===== src/rtl/decode_stage_pipe.sv =====
// RV32I decode stage: field split, immediate build, register file
// with write-back bypass, branch resolve, registered execute bundle.
module decode_stage_pipe #(
  parameter int XLEN     = 32,
  parameter int NUM_REGS = 32,
  parameter bit BYPASS   = 1'b1
) (
  input  logic            i_clk,
  input  logic            i_rst,
  input  logic            i_valid,
  output logic            o_ready,
  input  logic [31:0]     i_inst,
  input  logic [XLEN-1:0] i_pc,
  input  logic            i_wb_en,
  input  logic [4:0]      i_wb_rd_num,
  input  logic [XLEN-1:0] i_wb_val,
  input  logic            i_ex_load,
  input  logic [4:0]      i_ex_rd_num,
  input  logic            i_flush,
  output logic            o_valid,
  input  logic            i_ready,
  output logic [XLEN-1:0] o_pc,
  output logic [XLEN-1:0] o_rs_1,
  output logic [XLEN-1:0] o_rs_2,
  output logic [XLEN-1:0] o_imm,
  output logic [4:0]      o_rd_num,
  output logic [6:0]      o_opcode,
  output logic [2:0]      o_func_3,
  output logic [6:0]      o_func_7,
  output logic            o_b_taken,
  output logic [XLEN-1:0] o_b_pc
);

  localparam logic [6:0] OP_LOAD  = 7'b0000011;
  localparam logic [6:0] OP_IMM   = 7'b0010011;
  localparam logic [6:0] OP_JALR  = 7'b1100111;
  localparam logic [6:0] OP_STORE = 7'b0100011;
  localparam logic [6:0] OP_BRAN  = 7'b1100011;
  localparam logic [6:0] OP_LUI   = 7'b0110111;
  localparam logic [6:0] OP_AUIPC = 7'b0010111;
  localparam logic [6:0] OP_JAL   = 7'b1101111;
  localparam logic [6:0] OP_REG   = 7'b0110011;

  logic [XLEN-1:0] r_regs [1:NUM_REGS-1];

  logic [6:0]      w_op;
  logic [4:0]      w_rd;
  logic [2:0]      w_f3;
  logic [4:0]      w_rs1;
  logic [4:0]      w_rs2;
  logic [6:0]      w_f7;
  logic            w_wr_ok;
  logic [XLEN-1:0] w_rf_1;
  logic [XLEN-1:0] w_rf_2;
  logic [XLEN-1:0] w_rs1_val;
  logic [XLEN-1:0] w_rs2_val;
  logic [XLEN-1:0] w_imm;
  logic            w_use1;
  logic            w_use2;
  logic            w_hazard;
  logic            w_accept;
  logic            w_take;
  logic [XLEN-1:0] w_pc_imm;
  logic [XLEN-1:0] w_rs_imm;
  logic [XLEN-1:0] w_tgt;

  assign w_op  = i_inst[6:0];
  assign w_rd  = i_inst[11:7];
  assign w_f3  = i_inst[14:12];
  assign w_rs1 = i_inst[19:15];
  assign w_rs2 = i_inst[24:20];
  assign w_f7  = i_inst[31:25];

  assign w_wr_ok = i_wb_en && (i_wb_rd_num != 5'd0)
                && ({1'b0, i_wb_rd_num} < 6'(NUM_REGS));

  // Register file read; out-of-range numbers and x0 read zero
  always_comb begin
    w_rf_1 = '0;
    w_rf_2 = '0;
    for (int k = 1; k < NUM_REGS; k++) begin
      if (w_rs1 == 5'(k)) w_rf_1 = r_regs[k];
      if (w_rs2 == 5'(k)) w_rf_2 = r_regs[k];
    end
  end

  assign w_rs1_val = (BYPASS && w_wr_ok && (i_wb_rd_num == w_rs1))
                   ? i_wb_val : w_rf_1;
  assign w_rs2_val = (BYPASS && w_wr_ok && (i_wb_rd_num == w_rs2))
                   ? i_wb_val : w_rf_2;

  // Register file write-back, independent of flush and stall
  always_ff @(posedge i_clk or negedge i_rst) begin
    if (!i_rst) begin
      for (int k = 1; k < NUM_REGS; k++) r_regs[k] <= '0;
    end else if (w_wr_ok) begin
      for (int k = 1; k < NUM_REGS; k++)
        if (i_wb_rd_num == 5'(k)) r_regs[k] <= i_wb_val;
    end
  end

  // Immediate selection by opcode
  always_comb begin
    w_imm = '0;
    unique case (w_op)
      OP_LOAD, OP_IMM, OP_JALR:
        w_imm = XLEN'($signed(i_inst[31:20]));
      OP_STORE:
        w_imm = XLEN'($signed({i_inst[31:25], i_inst[11:7]}));
      OP_BRAN:
        w_imm = XLEN'($signed({i_inst[31], i_inst[7],
                               i_inst[30:25], i_inst[11:8], 1'b0}));
      OP_LUI, OP_AUIPC:
        w_imm = XLEN'($signed({i_inst[31:12], 12'b0}));
      OP_JAL:
        w_imm = XLEN'($signed({i_inst[31], i_inst[19:12],
                               i_inst[20], i_inst[30:21], 1'b0}));
      default: w_imm = '0;
    endcase
  end

  assign w_use1 = !((w_op == OP_LUI) || (w_op == OP_AUIPC)
                 || (w_op == OP_JAL));
  assign w_use2 = (w_op == OP_REG) || (w_op == OP_STORE)
               || (w_op == OP_BRAN);

  assign w_hazard = i_valid && i_ex_load && (i_ex_rd_num != 5'd0)
                 && ((w_use1 && (i_ex_rd_num == w_rs1))
                  || (w_use2 && (i_ex_rd_num == w_rs2)));

  assign o_ready  = i_rst && (!o_valid || i_ready)
                 && !w_hazard && !i_flush;
  assign w_accept = i_valid && o_ready;

  assign w_pc_imm = i_pc + w_imm;
  assign w_rs_imm = w_rs1_val + w_imm;

  // Branch and jump resolution on the bypassed operands
  always_comb begin
    w_take = 1'b0;
    w_tgt  = w_pc_imm;
    unique case (w_op)
      OP_JAL: w_take = 1'b1;
      OP_JALR: begin
        w_take = 1'b1;
        w_tgt  = {w_rs_imm[XLEN-1:1], 1'b0};
      end
      OP_BRAN: begin
        case (w_f3)
          3'b000:  w_take = (w_rs1_val == w_rs2_val);
          3'b001:  w_take = (w_rs1_val != w_rs2_val);
          3'b100:  w_take = ($signed(w_rs1_val) < $signed(w_rs2_val));
          3'b101:  w_take = ($signed(w_rs1_val) >= $signed(w_rs2_val));
          3'b110:  w_take = (w_rs1_val < w_rs2_val);
          3'b111:  w_take = (w_rs1_val >= w_rs2_val);
          default: w_take = 1'b0;
        endcase
      end
      default: w_take = 1'b0;
    endcase
  end

  assign o_b_taken = w_accept && w_take;
  assign o_b_pc    = o_b_taken ? w_tgt : '0;

  // Execute-bound output slot with valid/ready handshake
  always_ff @(posedge i_clk or negedge i_rst) begin
    if (!i_rst) begin
      o_valid  <= 1'b0;
      o_pc     <= '0;
      o_rs_1   <= '0;
      o_rs_2   <= '0;
      o_imm    <= '0;
      o_rd_num <= '0;
      o_opcode <= '0;
      o_func_3 <= '0;
      o_func_7 <= '0;
    end else if (w_accept) begin
      o_valid  <= 1'b1;
      o_pc     <= i_pc;
      o_rs_1   <= w_rs1_val;
      o_rs_2   <= w_rs2_val;
      o_imm    <= w_imm;
      o_rd_num <= w_rd;
      o_opcode <= w_op;
      o_func_3 <= w_f3;
      o_func_7 <= w_f7;
    end else if (i_ready || i_flush) begin
      o_valid  <= 1'b0;
    end
  end

endmodule

===== config.mk =====
export PLATFORM = sky130hd
export DESIGN_NAME = decode_stage_pipe
export DESIGN_NICKNAME = d
export VERILOG_FILES = /design/src/rtl/decode_stage_pipe.sv
export SDC_FILE = /design/constraint.sdc
export NUM_CORES = 2
export LEC_CHECK = 0
export CORE_MARGIN = 3
export CORE_UTILIZATION = 40
export DETAILED_ROUTE_END_ITERATION = 8
export MAX_ROUTING_LAYER = met4
export SLEW_MARGIN = 25
export SYNTH_ARGS = -nofsm -noshare
export SYNTH_HDL_FRONTEND = slang
export SYNTH_SLANG_ARGS = --single-unit

===== constraint.sdc =====
create_clock -name i_clk -period 7.9 [get_ports i_clk]
set_input_delay 0.79 -clock i_clk [delete_from_list [all_inputs] [get_ports i_clk]]
set_output_delay 0.79 -clock i_clk [all_outputs]
set_load 0.01 [all_outputs]

==> impl_metrics.csv <==
group,metric,value,unit
power_and_ir_drop,total_power,0.0190,W
synth,ys_warn_count,0,
detailed_routing,drt_pass1_iterations,9,
synth,ys.flop_type,"dfrtp_1",
grt,antenna_found_initial,18,
place,gp_congestion,1.12,
status,failed_checks,"design-rule violations, negative setup slack",
synth,muxShareOfSynthArea,19.4,%
clocking,cts_buffers,137,
place,portBuffers,297,
flow_run,drv_cap,0,
worst_setup_path,critPathLaunch,"i_inst[16]",
clocking,cts_max_path_buffers,3,
sta,drv_slew,0,
finish,fin_nets,6891,
clocking,ctsHtreeMaxLevel,4,
synth,synth-simple-area-share,10.3,%
floorplanning,start_util,40.6,%
place,dpl.hpwl,255000,um
sta,max_freq,0.126,GHz
status,status,"finished, violations left",
power_and_ir_drop,total_leakage_power,36.3,nW
synth,syn_area,61200,um^2
worst_setup_path,crit_required,7110,ps
synth,synth_seq_cells,1143,
synth,synth_area_leaders,"dfrtp_1 47%, mux2_2 19%, a22oi_1 6.2%, nand2_1 3.9%, clkbuf_1 2.2%",
grt,grt_pass1_wl,480000,um
detailed_routing,routed_wl,353000,um
grt,grt_overflow,0,
synth,synth_xor_area_share,1.02,%
finish,fillers,13500,
clocking,cts.sinks,1143,
detailed_routing,drc_errors,17,
power_and_ir_drop,ir_drop,226,uV
floorplanning,dieArea,158000,um^2
clocking,worst_skew_pair.late_latency,810,ps
synth,synthesis.instances,5749,
clocking,clk_pin_slew,60,ps
worst_hold_path,min_path_type,"input port to async pin",
floorplanning,die_h,397,um
detailed_routing,first_iter_violations,9626,
sta,worst_pin_slew,1210,ps
finish,drive_gt1_share,36.2,%
synth,synth_edf_count,0,
synth,syn_area_per_cell,10.6,um^2
sta,finalSetupTns,-8.23,ps
detailed_routing,num_vias,59800,
sta,timing.final.ws_setup,-8.23,ps
detailed_routing,routedWlPerCell,40.0,um
worst_setup_path,crit_path_start_kind,"input port",
synth,synthArstFlopShare,100,%
sta,worst_slew_margin_rel,19.2,%
grt,grt_pass1_vias,57700,
synth,synth_top_area_share,46.8,%
sta,rsz0062_at_grt,"yes",
worst_setup_path,critPathMaxFanout,14,
sta,hold_ws,470,ps
place,dpl.cell_count,8526,
detailed_routing,vias_per_cell,6.78,
worst_setup_path,crit_end,"o_b_pc[30]",
worst_setup_path,r2r-start,"r_regs[660]",
finish,area_growth,29.8,%
floorplanning,rows,142,
worst_setup_path,crit_type,"input port to output pin",
synth,synth_top_family_by_area,"multiplexers",
floorplanning,ioPinCount,298,
sta,min_period,7910,ps
worst_setup_path,crit_arrival,7120,ps
synth,yosysTopAreaCell,"dfrtp_1",
clocking,cts-root-buf,"clkbuf_16",
sta,skew,20.9,ps
synth,seq_area_frac_synth,46.8,%
grt,grt_use_total,45.2,%
sta,hold_viol,0,
detailed_routing,drtAntennaViolNets,0,
floorplanning,core-area,151000,um^2
floorplanning,die_w,397,um
worst_setup_path,r2r_cells,12,
power_and_ir_drop,power.density,239,nW/um^2
grt,grt_max_degree,162,
clocking,cts_tree,"done",
synth,synthesis.nets,5957,
finish,instances_no_fill,8823,
sta,setup_viol,1,
synth,synth.distinct_cells,99,
synth,synth-adder-area-share,1.97,%
worst_setup_path,r2r_end,"o_rs_1[20]",
worst_setup_path,r2r_slack,4620,ps
sta,finalCritPeriodShare,100,%
worst_setup_path,critPathCaptureType,"output pin",
synth,synth_compound_area_share,17.2,%
[placed cells by master, fill, tap and decap left out, drive strengths merged, types with 31 or more instances in the layout]
master / instances
a211oi: 44
and3: 31
xnor2: 46
clkbuf: 205
a21o: 53
nor2: 302
a22oi: 509
mux2: 1032
nand3: 106
buf: 993
a221oi: 45
nand4: 63
nor3: 83
a31oi: 39
dfrtp: 1143
ha: 93
clkdlybuf4s50: 257
o21ai: 182
inv: 47
a222oi: 66
a21oi: 211
nand2: 642
o22ai: 80
[stage by stage]
step	setup slack, ps	area [um^2]	utilization [%]
after floorplan	1650	61200	-
after global placement	-1210	73800	48.9
after detailed placement	-968	73900	49.0
after CTS	7.99	79100	52.4
after global routing	-236	79400	52.6
final	-8.23	79400	52.6
[layout make-up]
cell class | instances | area [um^2] | area share (%)
multi-input combinational | 4082 | 31400 | 39.6
inverter | 39 | 146 | 0.184
sequential | 1143 | 28600 | 36.0
antenna | 18 | 45.0 | 0.0567
tap | 2016 | 2520 | 3.18
clock inverter | 51 | 678 | 0.854
timing repair buffer | 1280 | 11900 | 15.0
clock buffer | 194 | 4070 | 5.13
[worst min-delay path by stage]
stage / from / cells past startpoint / to / slack, ps
5_1_grt: i_rst / 2 / o_opcode[0] / 470
2_1_floorplan: r_regs[834] / 1 / r_regs[834] / 480
3_3_place_gp: o_pc[11] / 2 / o_pc[11] / 460
3_5_place_dp: o_rs_1[4] / 2 / o_rs_1[4] / 460
6_report: i_rst / 2 / o_pc[0] / 470
4_1_cts: i_rst / 2 / o_opcode[4] / 450
[critical path, stage by stage]
cell,delay (ps)
buf_2,320
or3b_1,600
buf_4,240
nor2_4,340
buf_4,360
a22oi_1,230
nand4_1,210
nor4_1,80
buf_4,170
nor2_1,120
a21oi_1,60
o21ai_1,320
ha_1,320
nand3_1,130
a21oi_1,70
o41ai_2,360
buf_4,210
a211oi_1,70
nor3_1,190
buf_4,150
mux2i_2,220
mux2i_2,110
a311oi_4,410
buf_6,180
o21ai_2,80
o22ai_1,160
clkdlybuf4s50_1,580
[where the power goes]
group / internal [W] / switching, W
clock: 0.00405 / 0.00275
combinational: 0.00190 / 0.00196
sequential: 0.00699 / 0.00130
total: 0.0129 / 0.00601
[cell usage after synthesis, types with 53 or more instances]
library cell / instances
clkbuf_1: 354
nand2_1: 642
dfrtp_1: 1143
nor2_1: 293
buf_1: 73
o22ai_1: 80
a222oi_1: 66
nand4_1: 63
nor3_1: 79
mux2_2: 1031
ha_1: 93
a21oi_1: 211
nand3_1: 106
a22oi_1: 509
o21ai_0: 165
a21o_1: 53
[flip-flops by register name, summed over array words and instances (netlist names)]
name	flops
o_func_3	3
o_pc	32
r_regs	992
o_func_7	7
o_imm	32
o_rs_2	32
o_valid	1
o_rd_num	5
o_rs_1	32
o_opcode	7
[timing repair]
| item | in CTS | in global routing |
|---|---|---|
| setup buffers | 21 | 7 |
| pin swaps | 18 | 12 |
| gates cloned | 1 | 0 |
| hold buffers | 1 | 0 |
| hold endpoints to repair | 39 | 0 |
| endpoints found under the setup margin | 33 | 33 |
| resized for setup | 72 | 76 |
[per-layer routing]
metal  global-route usage (%)  share of wire, %  up-vias
li1                         -                 -    23500
met1                     57.1                39    30300
met2                     62.5                41     4750
met3                     14.7                13     1273
met4                     27.7               7.7        0
met5                        -                 0        -
[kinds of logic (layout without fill, tap and decap cells)]
logic type / count (synthesis) / in the layout
multiplexers: 1050 / 1050
XOR/XNOR: 71 / 71
AO/OA/AOI/OAI: 1472 / 1472
AND/OR/NAND/NOR: 1393 / 1394
flip-flops: 1143 / 1143
adder cells (fa/ha/maj): 95 / 95
buffers and inverters: 525 / 1564
other: 0 / 18
Power figures use the tool's default switching activity.
